$ cat config.mk
export PLATFORM = sky130hd
export DESIGN_NAME = blast_sequencer
export DESIGN_NICKNAME = d
export VERILOG_FILES = /design/src/rtl/blast_pkg.sv /design/src/rtl/frame_tick_counter.sv /design/src/rtl/blast_sequencer.sv
export SDC_FILE = /design/constraint.sdc
export NUM_CORES = 1
export LEC_CHECK = 0
export ABC_CLOCK_PERIOD_IN_PS = 2000
export CORE_ASPECT_RATIO = 1.4
export CORE_UTILIZATION = 45
export CTS_CLUSTER_SIZE = 14
export DETAILED_ROUTE_END_ITERATION = 10
export GPL_ROUTABILITY_DRIVEN = 0
export GPL_TIMING_DRIVEN = 0
export PLACE_DENSITY = 0.76
export SYNTH_ARGS = -nofsm -noshare
export SYNTH_HDL_FRONTEND = slang
export SYNTH_SLANG_ARGS = --single-unit
$ cat constraint.sdc
create_clock -name clk -period 2 [get_ports clk]
set_input_delay 0.4 -clock clk [delete_from_list [all_inputs] [get_ports clk]]
set_output_delay 0.4 -clock clk [all_outputs]
set_load 0.01 [all_outputs]
$ cat src/rtl/blast_pkg.sv
// Shared types and pattern codes for the blast sequencer and the blast bitmap renderer.
package blast_pkg;

  typedef enum logic [1:0] {
    IDLE     = 2'd0,
    ARMED    = 2'd1,
    BLAST    = 2'd2,
    COOLDOWN = 2'd3
  } blast_state_t;

  localparam logic [2:0] PAT_CROSS = 3'd0;
  localparam logic [2:0] PAT_VERT  = 3'd1;
  localparam logic [2:0] PAT_HORZ  = 3'd2;

  function automatic int max3(input int a, input int b, input int c);
    int m;
    m = (a > b) ? a : b;
    return (m > c) ? m : c;
  endfunction

endpackage

$ cat src/rtl/frame_tick_counter.sv
// Frame counter: counts enable pulses, clear has priority, hit flags the pulse that lands on the terminal count.
module frame_tick_counter #(
  parameter int W = 8
) (
  input  logic         clk,
  input  logic         reset,
  input  logic         clear,
  input  logic         enable,
  input  logic [W-1:0] terminal,
  output logic         hit
);

  logic [W-1:0] count_q;
  logic [W-1:0] count_d;

  // Next count: clear wins over enable.
  always_comb begin
    count_d = count_q;
    if (clear) begin
      count_d = '0;
    end else if (enable) begin
      count_d = count_q + {{(W-1){1'b0}}, 1'b1};
    end else begin
      count_d = count_q;
    end
  end

  // Count register.
  always_ff @(posedge clk) begin
    if (reset) begin
      count_q <= '0;
    end else begin
      count_q <= count_d;
    end
  end

  assign hit = enable && (count_q == terminal);

endmodule

$ cat src/rtl/blast_sequencer.sv
// Bomb lifecycle sequencer (arm, fuse, blast, cooldown) driving the blast renderer.
// Optional CHAIN_DETONATE_EN: detonate_now in ARMED forces an immediate blast.
module blast_sequencer
  import blast_pkg::*;
#(
  parameter int FUSE_FRAMES     = 120,
  parameter int BLAST_FRAMES    = 30,
  parameter int COOLDOWN_FRAMES = 8,
  parameter int NUM_PATTERNS    = 3
) (
  input  logic       clk,
  input  logic       reset,
  input  logic       startOfFrame,
  input  logic       bomb_place,
  input  logic [2:0] pattern_sel,
  input  logic       detonate_now,
  output logic       blast,
  output logic [2:0] blast_num,
  output logic       bomb_armed,
  output logic       busy,
  output logic       blast_done
);

  localparam int CW        = $clog2(max3(FUSE_FRAMES, BLAST_FRAMES, COOLDOWN_FRAMES)) + 1;
  localparam int COOL_LAST = (COOLDOWN_FRAMES > 0) ? (COOLDOWN_FRAMES - 1) : 0;
  localparam logic [CW-1:0] FUSE_TERM  = CW'(FUSE_FRAMES - 1);
  localparam logic [CW-1:0] BLAST_TERM = CW'(BLAST_FRAMES - 1);
  localparam logic [CW-1:0] COOL_TERM  = CW'(COOL_LAST);

  blast_state_t state_q, state_d;
  logic [2:0]   blast_num_q, blast_num_d;
  logic         blast_q, blast_d;
  logic         armed_q, armed_d;
  logic         busy_q, busy_d;
  logic         done_q, done_d;
  logic         clear_s;
  logic         hit_s;
  logic         det_s;
  logic [CW-1:0] term_s;

`ifdef CHAIN_DETONATE_EN
  assign det_s = detonate_now;
`else
  logic unused_det_s;
  assign unused_det_s = detonate_now;
  assign det_s        = 1'b0;
`endif

  frame_tick_counter #(.W(CW)) u_frame_cnt (
    .clk      (clk),
    .reset    (reset),
    .clear    (clear_s),
    .enable   (startOfFrame),
    .terminal (term_s),
    .hit      (hit_s)
  );

  // Next state, counter control and terminal mux; the counter is cleared on every state change.
  always_comb begin
    state_d     = state_q;
    blast_num_d = blast_num_q;
    clear_s     = 1'b0;
    done_d      = 1'b0;
    term_s      = '0;
    case (state_q)
      IDLE: begin
        clear_s = 1'b1;
        if (bomb_place) begin
          state_d = ARMED;
          if (32'(pattern_sel) < NUM_PATTERNS) begin
            blast_num_d = pattern_sel;
          end else begin
            blast_num_d = PAT_CROSS;
          end
        end else begin
          state_d = IDLE;
        end
      end
      ARMED: begin
        term_s = FUSE_TERM;
        if (det_s || hit_s) begin
          state_d = BLAST;
          clear_s = 1'b1;
        end else begin
          state_d = ARMED;
        end
      end
      BLAST: begin
        term_s = BLAST_TERM;
        if (hit_s) begin
          state_d = COOLDOWN;
          clear_s = 1'b1;
          done_d  = 1'b1;
        end else begin
          state_d = BLAST;
        end
      end
      COOLDOWN: begin
        term_s = COOL_TERM;
        if ((COOLDOWN_FRAMES == 0) || hit_s) begin
          state_d = IDLE;
          clear_s = 1'b1;
        end else begin
          state_d = COOLDOWN;
        end
      end
      default: begin
        state_d = IDLE;
        clear_s = 1'b1;
      end
    endcase
  end

  // Outputs are decoded from the next state so they appear one clock after the qualifying input.
  always_comb begin
    blast_d = (state_d == BLAST);
    armed_d = (state_d == ARMED);
    busy_d  = (state_d != IDLE);
  end

  // State and output registers.
  always_ff @(posedge clk) begin
    if (reset) begin
      state_q     <= IDLE;
      blast_num_q <= 3'd0;
      blast_q     <= 1'b0;
      armed_q     <= 1'b0;
      busy_q      <= 1'b0;
      done_q      <= 1'b0;
    end else begin
      state_q     <= state_d;
      blast_num_q <= blast_num_d;
      blast_q     <= blast_d;
      armed_q     <= armed_d;
      busy_q      <= busy_d;
      done_q      <= done_d;
    end
  end

  assign blast      = blast_q;
  assign blast_num  = blast_num_q;
  assign bomb_armed = armed_q;
  assign busy       = busy_q;
  assign blast_done = done_q;

endmodule

==> results.md <==
* Outcome: finished, violations left
* Failing checks: setup timing
* GR Overflow Total at 0
* CP arrival at about 2.2 ns
* RSZ-0062 raised after global routing: true
* Final WL at 2.05 mm
* Global-route wire length before repair at around 3.1 mm
* Clk pwr share at a little over a quarter
* Detail Placement HPWL at ~1.2 mm
* Max Transition Viols Final at 0
* Clock Skew at between 0.006 and 0.007 ns
* Site Rows at 18
* Initial Utilization at between 40% and 50%
* Syn avg cell area at between 9 and 10 um^2
* Post-layout minimum cycle time at ~2.0 ns
* Maximum VDD drop at around 0.35 mV
* CP required at between 2 and 2.5 ns
* I/O pin count at 15
* Synth area leader: dfxtp_1
* Worst path max stage delay at 0.46 ns
* Avg Vias per Cell at 5.62
* Antenna Violating Nets Remaining at 0
* Pin count of the biggest net entering global routing at 11
* Synth top area share at between 30% and 40%
* Syn nets at approximately 110
* CTS clk-pin slew, worst paths at around 0.11 ns
* Combinational Power Share at around a quarter
* CTS H-tree depth at 1
* Max layer used: met4
* Die height at 53.7 um
* Sw power at ~0.00020 W
* FMAX at 0.491 GHz
* Synth warn at 0
* Initial drt markers at 16
* CP Capture Type: flop
* # diodes at 0
* Die area at 2090 um^2
* Final setup viols at 1
* Antenna violations before repair at 0
* PwrDens at between 500 and 600 nW/um^2
* Pint at between 0.0005 and 0.0006 W
* Crit-path slowest cell: or4_4
* Mapped cell area at 858 um^2
* Yosys reg bits at 17
* Area delta synth->final at 43.3%
* Setup crit start kind: flop
* Metal2 WL at roughly 1.1 mm
* Maxcap violations at 0
* GRT Total Usage at 21.7%
* Die extent in x at roughly 40 um
* Pleak at 0.454 nW
* Yosys cell types at 34
* Synth top area cells: dfxtp_1 (40%), ha_1 (8.7%), xor2_1 (6.1%), nor2_1 (5.7%), xnor2_1 (4.1%)
* Switching part of the total at between 20% and 30%
* CP Class: flop to flop
* Overall Power at 0.000714 W
* Register area share after synthesis at 39.7%
* Hold Fails Final Rpt at 0
* Hold_buf cts at 0
* Net count, final at ~140
* Finished Layout Cells at 142
* Met3 routed WL at between 80 and 90 um
* CTS Root Cell: clkbuf_4
* Synth Instances at 95
* Total number of vias at ~800
* Vias in the first global route at 701
* Share of layout cells above drive strength 1 at between 20% and 30%
* Sequential Power Share at 49.6%
* Longest Clk Path Bufs at 2
* Clock tree from TritonCTS: done
* Worst Max-Slew Pin Slew at 0.408 ns
* CTS sink count at 17
* DR WL/cell at between 10 and 15 um
* Buffers on Ports at 11
* M1 wire length at ~840 um
* Slack of the critical path at -0.0378 ns
* Slew headroom at a little over 70%
* Clk_lat worst skew at 0.29 ns
* Post-Place Cells at around 130
* Cell Chain, Critical Path: inv_4, ha_4, or3b_4, a211o_1, or4_4, a311oi_2
* Core Area at ~1800 um^2
* DR pass1 iterations at 4
* Critical path peak fanout at 4
* Tcrit/Tclk final at 102%
* Tightest Hold Check Type: input port to flop
* Inserted Clock Buffers at 3
* DRC errors left at 0
logic make-up after synthesis:
logic type / synth area share [%]
XOR/XNOR: 10.2
AO/OA/AOI/OAI: 12.1
multiplexers: 1.17
adder cells (fa/ha/maj): 8.75
AND/OR/NAND/NOR: 24.6
buffers and inverters: 3.50
flip-flops: 39.7
worst max-delay path: cells and delay by family, from the launching register on:
family | cells | cell delay (ns)
AO/OA/AOI/OAI | 2 | 0.54
adder cells (fa/ha/maj) | 1 | 0.15
AND/OR/NAND/NOR | 2 | 0.84
flip-flops | 1 | 0.37
buffers and inverters | 1 | 0.06
registers in the layout, indices dropped and copies added, names as in the netlist:
| name | cells |
|---|---|
| busy | 1 |
| blast | 1 |
| u_frame_cnt.count_q | 8 |
| bomb_armed | 1 |
| state_q | 2 |
| blast_done | 1 |
| blast_num | 3 |
path summary, 6_finish.rpt:
check / start / endpoint / slack, ns / cells after the start
worst min register to register: blast_num[1] / blast_num[1] / 0.51 / 2
worst max register to register: state_q[0] / state_q[1] / -0.04 / 6
worst min-delay path: reset / blast_num[0] / 0.47 / 2
worst max-delay path: state_q[0] / state_q[1] / -0.04 / 6
per-stage QoR:
step / instance area, um^2 / util [%] / TNS, ns / worst slack (ns) / hold slack, ns
5_1_grt: 1230 / 69.1 / -0.180 / -0.0845 / 0.503
2_1_floorplan: 876 / - / -0.0128 / -0.00816 / 0.476
3_3_place_gp: 1010 / 56.8 / -1.05 / -0.139 / 0.473
3_5_place_dp: 1010 / 56.8 / -1.44 / -0.163 / 0.489
6_report: 1230 / 69.1 / -0.0378 / -0.0378 / 0.467
4_1_cts: 1140 / 64.1 / -0.270 / -0.167 / 0.451
cells in the final DEF (no fill, tap or decap), drive strengths merged, types with 2 or more instances in the layout:
cell type and count:
a211o 2, a21oi 2, buf 13, clkbuf 5, clkdlybuf4s50 11, dfxtp 17
ha 6, inv 4, nand2 6, nand3 3, nand3b 2, nand4 2
nor2 13, nor3 4, o21ai 2, or4 3, xnor2 4, xor2 6
power groups by stage:
stage / clock, W / combinational [W] / sequential (W)
floorplan: 0 / 0.0000723 / 0.000364
global placement: 0 / 0.000107 / 0.000362
detailed placement: 0 / 0.000109 / 0.000362
CTS: 0.000193 / 0.000145 / 0.000354
global route: 0.000210 / 0.000185 / 0.000356
finish: 0.000189 / 0.000172 / 0.000354
per-layer routing:
metal	track usage, %	vias up
li1	-	390
met1	24.6	374
met2	37.8	28
met3	2.89	6
met4	12.1	0
met5	0	-
area by class of cell:
type | count | area (um^2)
Clock buffer | 3 | 22.5
Tap cell | 20 | 25.0
Buffer | 2 | 7.51
Timing Repair Buffer | 24 | 211
Clock inverter | 1 | 5.00
Sequential cell | 17 | 345
Multi-Input combinational cell | 71 | 593
Inverter | 4 | 20.0
Fill cell | 139 | 549
cell usage after synthesis, drive strengths merged:
cell     n
o32ai    1
xnor2    4
nor4b    1
nand3b   2
ha       6
o21ai    2
a21boi   1
a311oi   1
buf      1
nor4     1
dfxtp   17
nand2    6
nor2    13
or3      1
nand2b   1
nor3     4
or4      3
or3b     1
and3b    1
a211o    2
or4b     1
a21oi    2
xor2     6
o21bai   1
a22oi    1
nand3    3
nand4    2
inv      4
mux2i    1
o22ai    1
a221o    1
clkbuf   2
o311a    1
what timing repair did:
action                     CTS  global route
resized for setup           10            11
pin swaps                    6             5
buffers inserted            10             3
setup endpoints to repair   11            14
Power figures use the tool's default switching activity.
==> RTL edit: new RTL, same flow settings <==
Make the reset (`reset`) asynchronous in 2 clocked blocks.
--- a/src/rtl/frame_tick_counter.sv
+++ b/src/rtl/frame_tick_counter.sv
@@ -28,3 +28,3 @@
   // Count register.
-  always_ff @(posedge clk) begin
+  always_ff @(posedge clk or posedge reset) begin
     if (reset) begin
--- a/src/rtl/blast_sequencer.sv
+++ b/src/rtl/blast_sequencer.sv
@@ -121,3 +121,3 @@
   // State and output registers.
-  always_ff @(posedge clk) begin
+  always_ff @(posedge clk or posedge reset) begin
     if (reset) begin
Function: differs if reset is asserted again (counterexample within 4 cycles, from zero or initial values and one cycle with reset high); with reset held inactive, the same outputs for 10 cycles.
==> RTL edit against the original RTL <==
Final area up 3.5%. Routed wire length down 4.3%. First-iteration DRC count up 31%. Critical path type unchanged. Critical path depth unchanged. Synthesized area up 20%. Sequential cell count unchanged. Global-route usage down 4.5 points. Setup slack better by 0.12 ns.
Power is not compared: it rests on default switching activity, and its combinational part moved more than twofold at a synthesized area within 25%.
==> RTL edit: results (changes against the original RTL) <==
status: finished clean (was finished, violations left)
Initial DRC Count: 21 (was 16)
vias in the first global route: 766 (was 701)
compound-cell area share of the yosys netlist: 11.7% (was 12.1%)
final wirelength: 1.96 mm (was 2.05 mm)
Biggest register: u_frame_cnt.count_q (unchanged)
Synth Area in XOR/XNOR: 11.7% (was 10.2%)
Worst-Skew Late Latency: 0.30 ns
H-tree Lvls: 1 (unchanged)
multiplexer share of the synthesized area: 2.07% (was 1.17%)
area grow syn2layout: 23.9% (was 43.3%)
biggest cell delay along the critical path: 0.40 ns (was 0.46 ns)
max_slew headroom: 58.2% (was 72.8%)
Crit-path slowest cell: dfrtp_1 (was or4_4)
HP Class: primary input to async pin (was primary input to flip-flop)
Fillers: 182 (was 139)
post-DP HPWL: 1.39 mm (was 1.24 mm)
Post-Synth Adder-Cell Area: 7.31% (was 8.75%)
met3 routed WL: 80 µm (was 89 µm)
pre-CTS setup slack: -0.0117 ns (was -0.163 ns)
sequential cell area fraction in the yosys report: 41.4% (was 39.7%)
Post-DP Area: 1170 µm² (was 1010 µm²)
Port Buffers: 12 (was 11)
f_max: 0.520 GHz (was 0.491 GHz)
detailed-route wire length per cell: 14.3 µm (was 14.4 µm)
Synth area leaders: dfrtp_1, ha_1, xor2_1 (was dfxtp_1, ha_1, xor2_1)
worst reg2reg setup slack: 0.08 ns (was -0.04 ns)
Most used DFF post-synth: dfrtp_1 (was dfxtp_1)
fraction of registers with async set/reset: 100% (was 0%)
met1 Usage GRT: 19.2% (was 24.6%)
GR met3 Demand/Resource: 2.45% (was 2.89%)
R2R Path Start: state_q[0]$_DFF_PP0_ (was state_q[0]$_SDFF_PP0_)
met2 usage: 32.3% (was 37.8%)
CP arrival: 2.09 ns (was 2.24 ns)
r2r endpoint: state_q[0]$_DFF_PP0_ (was state_q[1]$_SDFF_PP0_)
Clock Skew: 0.0144 ns (was 0.00605 ns)
share of cells above drive strength 1: 20.9% (was 28.7%)
dpl cells: 129 (was 126)
Metal-1 WL: 756 µm (was 842 µm)
drt pass-1 iters: 4 (unchanged)
# resized after CTS: 1 (was 10)
total number of vias: 770 (was 798)
GRT Total Usage: 17.2% (was 21.7%)
largest net degree at the start of global routing: 18 (was 11)
Post-synth top cells: dfrtp_1, nor2_1, inv_1 (was dfxtp_1, nor2_1, ha_1, nand2_1, xor2_1)
first-pass GRT wire length: 3.30 mm (was 3.11 mm)
crit-path max FO: 8 (was 4)
## RTL edit: cell count changes after synthesis, sizes merged, moves of 3 or more
cell	before	now
or4	3	0
nor2	13	10
inv	4	7
dfrtp	0	17
dfxtp	17	0
## RTL edit: worst max-delay path: cells and delay by family (launching register included)
kind | cells | cell delay, ns
buffers and inverters | 1 | 0.15
adder cells (fa/ha/maj) | 1 | 0.31
flip-flops | 1 | 0.40
AND/OR/NAND/NOR | 2 | 0.36
AO/OA/AOI/OAI | 2 | 0.58
## RTL edit: where the power goes
part | leakage, nW | switching [W] | internal [W]
logic | 0.297 | 0.000439 | 0.000378
clock network | 0.0177 | 0.000115 | 0.0000747
registers | 0.229 | 0.0000551 | 0.000404
total | 0.544 | 0.000608 | 0.000856
## RTL edit: layout make-up
type	instances	share of cell area, %
well taps	22	2.16
clock buffers	3	1.77
inverters	7	2.06
multi-input cells	69	47.2
flip-flops and latches	17	33.4
plain buffers	2	1.18
clock inverters	1	0.393
repair buffers	16	11.8
